[config.mk]
export PLATFORM = sky130hd
export DESIGN_NAME = object_plotter
export DESIGN_NICKNAME = d
export VERILOG_FILES = /design/src/rtl/plot_pkg.sv /design/src/rtl/rect_scanner.sv /design/src/rtl/object_plotter.sv
export SDC_FILE = /design/constraint.sdc
export NUM_CORES = 1
export LEC_CHECK = 0
export CAP_MARGIN = 10
export CORE_UTILIZATION = 45
export DETAILED_ROUTE_END_ITERATION = 8
export PLACE_DENSITY = 0.7
export SLEW_MARGIN = 0
export SYNTH_ARGS = -nofsm -noshare
export SYNTH_HDL_FRONTEND = slang
export SYNTH_SLANG_ARGS = --single-unit
[constraint.sdc]
create_clock -name clk -period 5.6 [get_ports clk]
set_input_delay 1.12 -clock clk [delete_from_list [all_inputs] [get_ports clk]]
set_output_delay 1.12 -clock clk [all_outputs]
set_load 0.02 [all_outputs]
[src/rtl/plot_pkg.sv]
// Shared object codes, plotter state encoding and default colours for the
// object plotter and its raster scanner.
package plot_pkg;

    typedef enum logic [1:0] {
        OBJ_BALL   = 2'b00,
        OBJ_PADDLE = 2'b01,
        OBJ_BRICK  = 2'b10,
        OBJ_NONE   = 2'b11
    } objCodeT;

    typedef enum logic [1:0] {
        IDLE,
        ERASE,
        DRAW,
        DONE
    } plotStateT;

    localparam logic [2:0] DEF_BG_COLOUR     = 3'b000;
    localparam logic [2:0] DEF_BALL_COLOUR   = 3'b111;
    localparam logic [2:0] DEF_PADDLE_COLOUR = 3'b011;

endpackage

[src/rtl/rect_scanner.sv]
// Restartable row-major x/y counter pair: one coordinate per clock over a
// rectangle, with a registered on-screen flag for the current coordinate.
module rect_scanner #(
    parameter logic [8:0] LIMIT_X = 9'd159,
    parameter logic [7:0] LIMIT_Y = 8'd119
) (
    input  logic       clk,
    input  logic       resetn,
    input  logic       start,
    input  logic [7:0] originX,
    input  logic [6:0] originY,
    input  logic [7:0] sizeX,
    input  logic [6:0] sizeY,
    output logic [7:0] scanX,
    output logic [6:0] scanY,
    output logic       valid,
    output logic       visible,
    output logic       last
);

    // Wide counters so a rectangle hanging off the right/bottom edge never wraps.
    logic [8:0] curX, baseX, endX, nxtX, nxtBaseX, nxtEndX;
    logic [7:0] curY, endY, nxtY, nxtEndY;
    logic       nxtValid;

    assign last  = valid && (curX == endX) && (curY == endY);
    assign scanX = curX[7:0];
    assign scanY = curY[6:0];

    always_comb begin
        nxtX     = curX;
        nxtY     = curY;
        nxtValid = valid;
        nxtBaseX = baseX;
        nxtEndX  = endX;
        nxtEndY  = endY;
        if (start) begin
            nxtX     = {1'b0, originX};
            nxtY     = {1'b0, originY};
            nxtValid = 1'b1;
            nxtBaseX = {1'b0, originX};
            nxtEndX  = {1'b0, originX} + {1'b0, sizeX} - 9'd1;
            nxtEndY  = {1'b0, originY} + {1'b0, sizeY} - 8'd1;
        end else if (valid) begin
            if (last) begin
                nxtValid = 1'b0;
            end else if (curX == endX) begin
                nxtX = baseX;
                nxtY = curY + 8'd1;
            end else begin
                nxtX = curX + 9'd1;
            end
        end
    end

    always_ff @(posedge clk or negedge resetn) begin
        if (!resetn) begin
            curX    <= '0;
            curY    <= '0;
            baseX   <= '0;
            endX    <= '0;
            endY    <= '0;
            valid   <= 1'b0;
            visible <= 1'b0;
        end else begin
            curX    <= nxtX;
            curY    <= nxtY;
            baseX   <= nxtBaseX;
            endX    <= nxtEndX;
            endY    <= nxtEndY;
            valid   <= nxtValid;
            visible <= nxtValid && (nxtX <= LIMIT_X) && (nxtY <= LIMIT_Y);
        end
    end

endmodule

[src/rtl/object_plotter.sv]
// Renders game-logic plot requests into the VGA adapter frame buffer: erase the
// old rectangle to background, then draw the new one, one pixel per clock.
module object_plotter
    import plot_pkg::*;
#(
    parameter int         MAX_X         = 159,
    parameter int         MAX_Y         = 119,
    parameter logic [2:0] BG_COLOUR     = DEF_BG_COLOUR,
    parameter logic [2:0] BALL_COLOUR   = DEF_BALL_COLOUR,
    parameter logic [2:0] PADDLE_COLOUR = DEF_PADDLE_COLOUR
) (
    input  logic       clk,
    input  logic       resetn,
    input  logic       startPlot,
    input  logic [1:0] object,
    input  logic [7:0] newX,
    input  logic [6:0] newY,
    input  logic [7:0] oldX,
    input  logic [6:0] oldY,
    input  logic [7:0] sizeX,
    input  logic [6:0] sizeY,
    output logic [7:0] x,
    output logic [6:0] y,
    output logic [2:0] colour,
    output logic       plot,
    output logic       busy,
    output logic       done,
    output logic       dropped
);

    plotStateT  state, stateNext;
    objCodeT    objReg, reqObj;
    logic [7:0] newXReg, sizeXReg, scanOriginX, scanSizeX;
    logic [6:0] newYReg, sizeYReg, scanOriginY, scanSizeY;
    logic       accept, scanStart, scanValid, scanLast;
    logic [2:0] colourNext;

    rect_scanner #(
        .LIMIT_X(9'(MAX_X)),
        .LIMIT_Y(8'(MAX_Y))
    ) scanner (
        .clk    (clk),
        .resetn (resetn),
        .start  (scanStart),
        .originX(scanOriginX),
        .originY(scanOriginY),
        .sizeX  (scanSizeX),
        .sizeY  (scanSizeY),
        .scanX  (x),
        .scanY  (y),
        .valid  (scanValid),
        .visible(plot),
        .last   (scanLast)
    );

    // In IDLE the scanner is fed straight from the request inputs so the first
    // pixel is on the bus the cycle after the start is accepted.
    always_comb begin
        stateNext   = state;
        accept      = 1'b0;
        scanStart   = 1'b0;
        reqObj      = objReg;
        scanOriginX = newXReg;
        scanOriginY = newYReg;
        scanSizeX   = sizeXReg;
        scanSizeY   = sizeYReg;
        case (state)
            IDLE: begin
                reqObj    = objCodeT'(object);
                scanSizeX = sizeX;
                scanSizeY = sizeY;
                if (startPlot && reqObj != OBJ_NONE) begin
                    accept = 1'b1;
                    if (sizeX == 8'd0 || sizeY == 7'd0) begin
                        stateNext = DONE;
                    end else if (reqObj != OBJ_BRICK && oldX == newX && oldY == newY) begin
                        stateNext   = DRAW;
                        scanStart   = 1'b1;
                        scanOriginX = newX;
                        scanOriginY = newY;
                    end else begin
                        stateNext   = ERASE;
                        scanStart   = 1'b1;
                        scanOriginX = oldX;
                        scanOriginY = oldY;
                    end
                end
            end
            ERASE: begin
                if (scanValid && scanLast) begin
                    if (objReg == OBJ_BRICK) begin
                        stateNext = DONE;
                    end else begin
                        stateNext = DRAW;
                        scanStart = 1'b1;
                    end
                end
            end
            DRAW: begin
                if (scanValid && scanLast) stateNext = DONE;
            end
            DONE:    stateNext = IDLE;
            default: stateNext = IDLE;
        endcase

        colourNext = 3'b000;
        if (stateNext == ERASE) begin
            colourNext = BG_COLOUR;
        end else if (stateNext == DRAW) begin
            colourNext = (reqObj == OBJ_PADDLE) ? PADDLE_COLOUR : BALL_COLOUR;
        end
    end

    always_ff @(posedge clk or negedge resetn) begin
        if (!resetn) begin
            state   <= IDLE;
            colour  <= 3'b000;
            busy    <= 1'b0;
            done    <= 1'b0;
            dropped <= 1'b0;
        end else begin
            state   <= stateNext;
            colour  <= colourNext;
            busy    <= (stateNext == ERASE) || (stateNext == DRAW);
            done    <= (stateNext == DONE);
            dropped <= startPlot && (state != IDLE);
        end
    end

    // Request data only changes on an accepted start; no reset needed.
    always_ff @(posedge clk) begin
        if (accept) begin
            objReg   <= reqObj;
            newXReg  <= newX;
            newYReg  <= newY;
            sizeXReg <= sizeX;
            sizeYReg <= sizeY;
        end
    end

endmodule

* After elaboration in Yosys (flattened, before gate mapping)
Cells that the tools add are included.
** Operators by class
- Equality and inequality tests :: 14
- Muxes and demuxes :: 39
- Add/subtract/negate cells :: 6
- Magnitude comparators :: 2
- Reductions and logical operators :: 15
** Operators by type and width (number)
- $mux W8 :: 9
- $mux W9 :: 4
- $mux W7 :: 5
- $eq A8 B8 Y1 :: 2
- $mux W2 :: 6
- $eq A2 B2 Y1 const B :: 5
- $mux W1 :: 10
- $add A8 B8 Y9 :: 1
- $add A9 B1 Y9 const B :: 1
- $eq A9 B9 Y1 :: 1
- $le A9 B8 Y1 const B :: 1
- $logic_and A1 B1 Y1 :: 9
- $mux W3 :: 3
- $sub A9 B1 Y9 const B :: 1
- $add A7 B7 Y8 :: 1
- $add A8 B1 Y8 const B :: 1
- $le A8 B7 Y1 const B :: 1
- $logic_not A8 Y1 :: 1
- $pmux W2 S4 :: 1
- $sub A8 B1 Y8 const B :: 1
- $eq A7 B7 Y1 :: 1
- $logic_not A7 Y1 :: 1
- $eq A2 B1 Y1 const B :: 3
- $ne A2 B2 Y1 const B :: 2
- 4 further kinds :: 5
** Storage, ports and cells
- Bits of input ports :: 50
- Bits in registers :: 84
- Word-level logic and storage cells :: 93
- Output and inout bits :: 22

* Depth between registers and ports, before layout
- Word-level depth :: 11
- Mapped depth :: 17
- Gate-level depth less buffers :: 15

* Modules after synthesis
Synthesis repeated with hierarchy kept, for this count alone.
** Second synthesis, totals
- Cell total of the unflattened synthesis :: 492
- Area, all modules :: 5237.5 um^2
** By module, submodules not included
- rect_scanner :: area an instance 3235.6 um^2, cells each 359, sequential area each 1101.1 um^2, times used 1
- object_plotter :: area an instance 2001.9 um^2, cells each 133, sequential area each 1136.1 um^2, times used 1

* Least setup slack after synthesis
OpenSTA, ideal clock, no wires.
- Kind :: input to register
- Start point :: input port startPlot
- End point :: register scanner.endX[8]
- Data required time :: 5468 ps
- Path slack :: 551 ps
- Arrival :: 4917 ps
- Library setup time :: 132 ps
- Path buffers :: 1
- Stages :: 16
- Cells stage by stage :: a21boi_0 > and2_1 > nand3_1 > buf_2 > mux2i_1 > ha_1 > inv_1 > ha_1 > a21o_1 > a21oi_1 > o21bai_1 > a21oi_1 > o21bai_1 > a21oi_1 > xor2_1 > o21ai_1
** Between the ends
- Word-level cells in the longest chain between the ends :: 5
- Elaborated cells between the ends (all ways) :: 7
- Those cells by class :: add/sub: 2; mux: 4; reduce/logical: 1
** Ends and longest elaborated chain
- start: declaration :: RTL line object_plotter.sv:14 : input logic startPlot,
- $logic_and A1 B1 Y1 (*) :: RTL line object_plotter.sv:72 : if (startPlot && reqObj != OBJ_NONE) begin
- $mux W8 :: RTL line object_plotter.sv:72
- $mux W8 :: RTL line object_plotter.sv:67 : case (state)
- $add A8 B8 Y9 :: RTL line rect_scanner.sv:42 : nxtEndX = {1'b0, originX} + {1'b0, sizeX} - 9'd1;
- $sub A9 B1 Y9 :: RTL line rect_scanner.sv:42
- end signal: assignment :: RTL line rect_scanner.sv:69 : endX <= nxtEndX;
- end: declaration :: RTL line rect_scanner.sv:22 : logic [8:0] curX, baseX, endX, nxtX, nxtBaseX, nxtEndX;
Mark *: on every way between the ends. The rest lies on a longest branch, timed or not.
A chain may end at the register's enable or synchronous reset.

* Worst setup path after layout
- Start point :: input port sizeY[3]
- End point :: register scanner.endY[7]
** Between the ends
- Word-level cells in the longest chain between the ends :: 7
- Elaborated cells between the ends (all ways) :: 11
- Those cells by class :: add/sub: 2; mux: 7; reduce/logical: 2
** Ends and longest elaborated chain
- start: declaration :: RTL line object_plotter.sv:21 : input logic [6:0] sizeY,
- $logic_not A7 Y1 :: RTL line object_plotter.sv:74 : if (sizeX == 8'd0 || sizeY == 7'd0) begin
- $logic_or A1 B1 Y1 :: RTL line object_plotter.sv:74
- $mux W7 :: RTL line object_plotter.sv:74
- $mux W7 :: RTL line object_plotter.sv:72
- $mux W7 :: RTL line object_plotter.sv:67
- $add A7 B7 Y8 :: RTL line rect_scanner.sv:43 : nxtEndY = {1'b0, originY} + {1'b0, sizeY} - 8'd1;
- $sub A8 B1 Y8 :: RTL line rect_scanner.sv:43
- end signal: assignment :: RTL line rect_scanner.sv:70 : endY <= nxtEndY;
- end: declaration :: RTL line rect_scanner.sv:23 : logic [7:0] curY, endY, nxtY, nxtEndY;
Parallel ways exist; a longest one is shown, timed or not.

==> results_dict.tcl <==
set metrics [dict create \
    synth_edf_count 32 \
    grt_pass1_vias 3414 \
    syn_avg_cell_area_um2 10.3 \
    post-place-ws_ns 0.778 \
    min_path_type "flop to flop" \
    cts-buffers-inserted 9 \
    finalWirelength_mm 10.4 \
    synth_cells 487 \
    power.share.clock_pct 42.3 \
    yosysWarnings 0 \
    rr_worst_depth 17 \
    hp-start "scanner.endY[2]$_DFFE_PN0P_" \
    rsz0062_at_grt "false" \
    setup_violations 0 \
    p_per_area_nw_per_um2 203 \
    dr.pass1.iters 4 \
    holdBufCountCts 0 \
    worstSetupPathType "input port to flop" \
    clock-sinks 83 \
    vias_per_cell 5.22 \
    hpwl_mm 7.92 \
    worstPathRequired_ns 5.83 \
    layout.nets 628 \
    cts_resized 0 \
    worstPathMaxFanout 12 \
    leakage_nw 2.51 \
    worstMarginPinSlew_ns 0.893 \
    timing.fmax_mhz 225 \
    area_delta_synth_final_pct 19.1 \
    r2r_start "state[1]$_DFF_PN0_" \
    postCtsSetupRepairBufs 0 \
    cpPeakStageDelay_ns 0.53 \
    critPathSlowestCell "mux2i_1" \
    switchingPower_uw 256 \
    drcViolationCount 0 \
    grt_max_degree 52 \
    clock_path_buffers 2 \
    setup-tns-final_ns 0 \
    gp_congestion 0.816 \
    cts_root_buf "clkbuf_8" \
    finalHoldViolations 0 \
    ant_nets 0 \
    rows 38 \
    p_seq_share_pct 52.2 \
    antenna_found_initial 0 \
    io_pins 72 \
    setup_ws_ns 1.15 \
    critPathBufInv 3 \
    async_flop_share_pct 61.4 \
    htreeDepth 3 \
    final_area_um2 5960 \
    synth.distinct_cells 48 \
    synth_seq_area_share_pct 44.7 \
    coreArea_um2 10800 \
    yosysMostFrequentCell "dfrtp_1" \
    period_share_pct 79.4 \
    portBuffers 71 \
    whs_path_depth 2 \
    drv_slew 0 \
    die_w_um 107 \
    drive_gt1_share_pct 5.67 \
    peakVddDrop_mv 0.121 \
    yosys.area.top_type "dfrtp_1" \
    cts_tree "built" \
    netlist_area_um2 5000 \
    netlist.area_leader.share_pct 25.5 \
    timing.slew.headroom_pct 40.3 \
    post_drt_wl_per_cell_um 15.2 \
    clkTransAtPathRegs_ns 0.09 \
    crit_family "simple AND/OR/NAND/NOR gates" \
    switching_share_pct 21.2 \
    p_comb_share_pct 5.5 \
    vias 3584 \
    critPathLaunchType "input port" \
    ys_ff_latch 83 \
    initial_core_util_pct 46.1 \
    ys.flop_type "dfrtp_1" \
    placed_cell_area_um2 5710 \
    worstPathCellList "clkdlybuf4s50_1 -> nor4_1 -> nand2_1 -> nand3_1 -> buf_4 -> mux2i_1 -> ha_1 -> inv_1 -> ha_1 -> a21oi_1 -> nor2_1 -> nor2_1 -> o21bai_1 -> a21oi_1 -> xor2_1 -> o21ai_1" \
    fin_crit_ns 4.45 \
    hold_end "scanner.endY[2]$_DFFE_PN0P_" \
    worstSetupEndpointType "flop" \
    p_int_uw 953 \
    skew_ns 0.00720 \
    die-area_um2 11500 \
    status "complete, no violations" \
    drtIter0Drc 219 \
    reg2reg_setup_slack_ns 1.72 \
    syn_nets 573 \
    track_usage_pct 19.5 \
    drv_cap 0 \
    yosys-top-cells-count "dfrtp_1, nand2_1, inv_1" \
    arrival_ns 4.68 \
    num_antenna_cells 0 \
    rr_endpoint "scanner.endY[7]$_DFFE_PN0P_" \
    clkLatencyLatePin_ns 0.36 \
    grt_first_pass_wirelength_mm 17.3 \
    synth.area.top_cells "dfrtp_1, edfxtp_1, ha_1" \
    grt_overflow 0 \
    die_h_um 107 \
]
[area by class of cell]
cell class                 count  area [µm²]
multi-input combinational    332        2400
inverter                      38         143
timing repair buffer          78         756
tap                          140         175
clock inverter                 6        95.1
fill                         976        4880
clock buffer                  10         149
sequential                    83        2240
[state kept, by name (all words and copies together) (netlist names), 7 cells and up]
signal,cells
scanner.endX,9
newXReg,8
scanner.curX,9
scanner.endY,8
newYReg,7
sizeYReg,7
scanner.baseX,8
sizeXReg,8
scanner.curY,8
[worst max path at each step]
stage | cells after the start | start | end | slack, ns
floorplan | 16 | startPlot | scanner.endX[8]$_DFFE_PN0P_ | 0.55
global placement | 16 | startPlot | scanner.endX[8]$_DFFE_PN0P_ | 0.88
detailed placement | 17 | startPlot | scanner.endY[7]$_DFFE_PN0P_ | 0.78
CTS | 17 | startPlot | scanner.endY[7]$_DFFE_PN0P_ | 1.14
global route | 16 | object[0] | scanner.endX[8]$_DFFE_PN0P_ | 0.96
finish | 16 | sizeY[3] | scanner.endY[7]$_DFFE_PN0P_ | 1.15
[worst register-to-register path, stage by stage, from the launching register on]
cell,delay [ns]
dfrtp_1,0.49
nor2_2,0.12
buf_4,0.32
and2_1,0.24
nand3_1,0.27
buf_4,0.32
mux2i_1,0.17
ha_1,0.30
inv_1,0.04
ha_1,0.22
fa_1,0.40
a21oi_1,0.17
nor2_1,0.05
nor2_1,0.16
o21bai_1,0.09
a21oi_1,0.17
xor2_1,0.16
o21ai_1,0.07
[routing by layer]
metal | global-route usage (%) | up-vias | wire length, µm
met2 | 29.4 | 102 | 4660
met5 | 0 | - | 0
met4 | 5.48 | 0 | 94
met3 | 3.63 | 10 | 653
met1 | 28.6 | 1686 | 5030
li1 | - | 1786 | -
[logic make-up after synthesis]
family	count (synthesis)	synth area share [%]
flops	83	44.7
compound gates	79	9.83
mux	38	7.90
simple gates	127	11.9
xor+xnor	52	9.10
buf+inv	72	7.28
fa+ha+maj	36	9.30
[placed cells by master, fill, tap and decap left out, types with 2 or more instances in the layout]
cell type        instances
a21o_1                   2
a21oi_1                 34
a31oi_1                  3
and3_1                   7
buf_2                    2
buf_4                    6
bufinv_16                2
clkbuf_8                 9
clkdlybuf4s50_1         70
clkinv_4                 3
dfrtp_1                 51
edfxtp_1                32
fa_1                     2
ha_1                    34
inv_1                   38
mux2_2                   2
mux2i_1                 35
nand2_1                 44
nand2b_1                 3
nand3_1                  8
nand4_1                  6
nor2_1                  36
nor3_1                   7
nor4_1                   6
nor4b_1                  2
o21a_1                   4
o21ai_0                  9
o21ai_1                  9
o21bai_1                 5
o221ai_1                 3
xnor2_1                 26
xor2_1                  26
[per-stage QoR]
step	util (%)	hold slack [ns]	instances	power, mW
finish	55.0	0.495	687	1.21
global placement	52.7	0.469	670	0.710
floorplan	-	0.457	487	0.657
global route	55.0	0.530	687	1.25
detailed placement	52.7	0.479	670	0.712
CTS	54.9	0.501	686	1.22
[power groups by stage]
stage	logic (mW)	registers [mW]	clock network, mW
floorplan	0.0124	0.645	0
global placement	0.0663	0.644	0
detailed placement	0.0678	0.644	0
CTS	0.0677	0.631	0.525
global route	0.0732	0.631	0.550
finish	0.0667	0.631	0.512
Power figures use the tool's default switching activity.
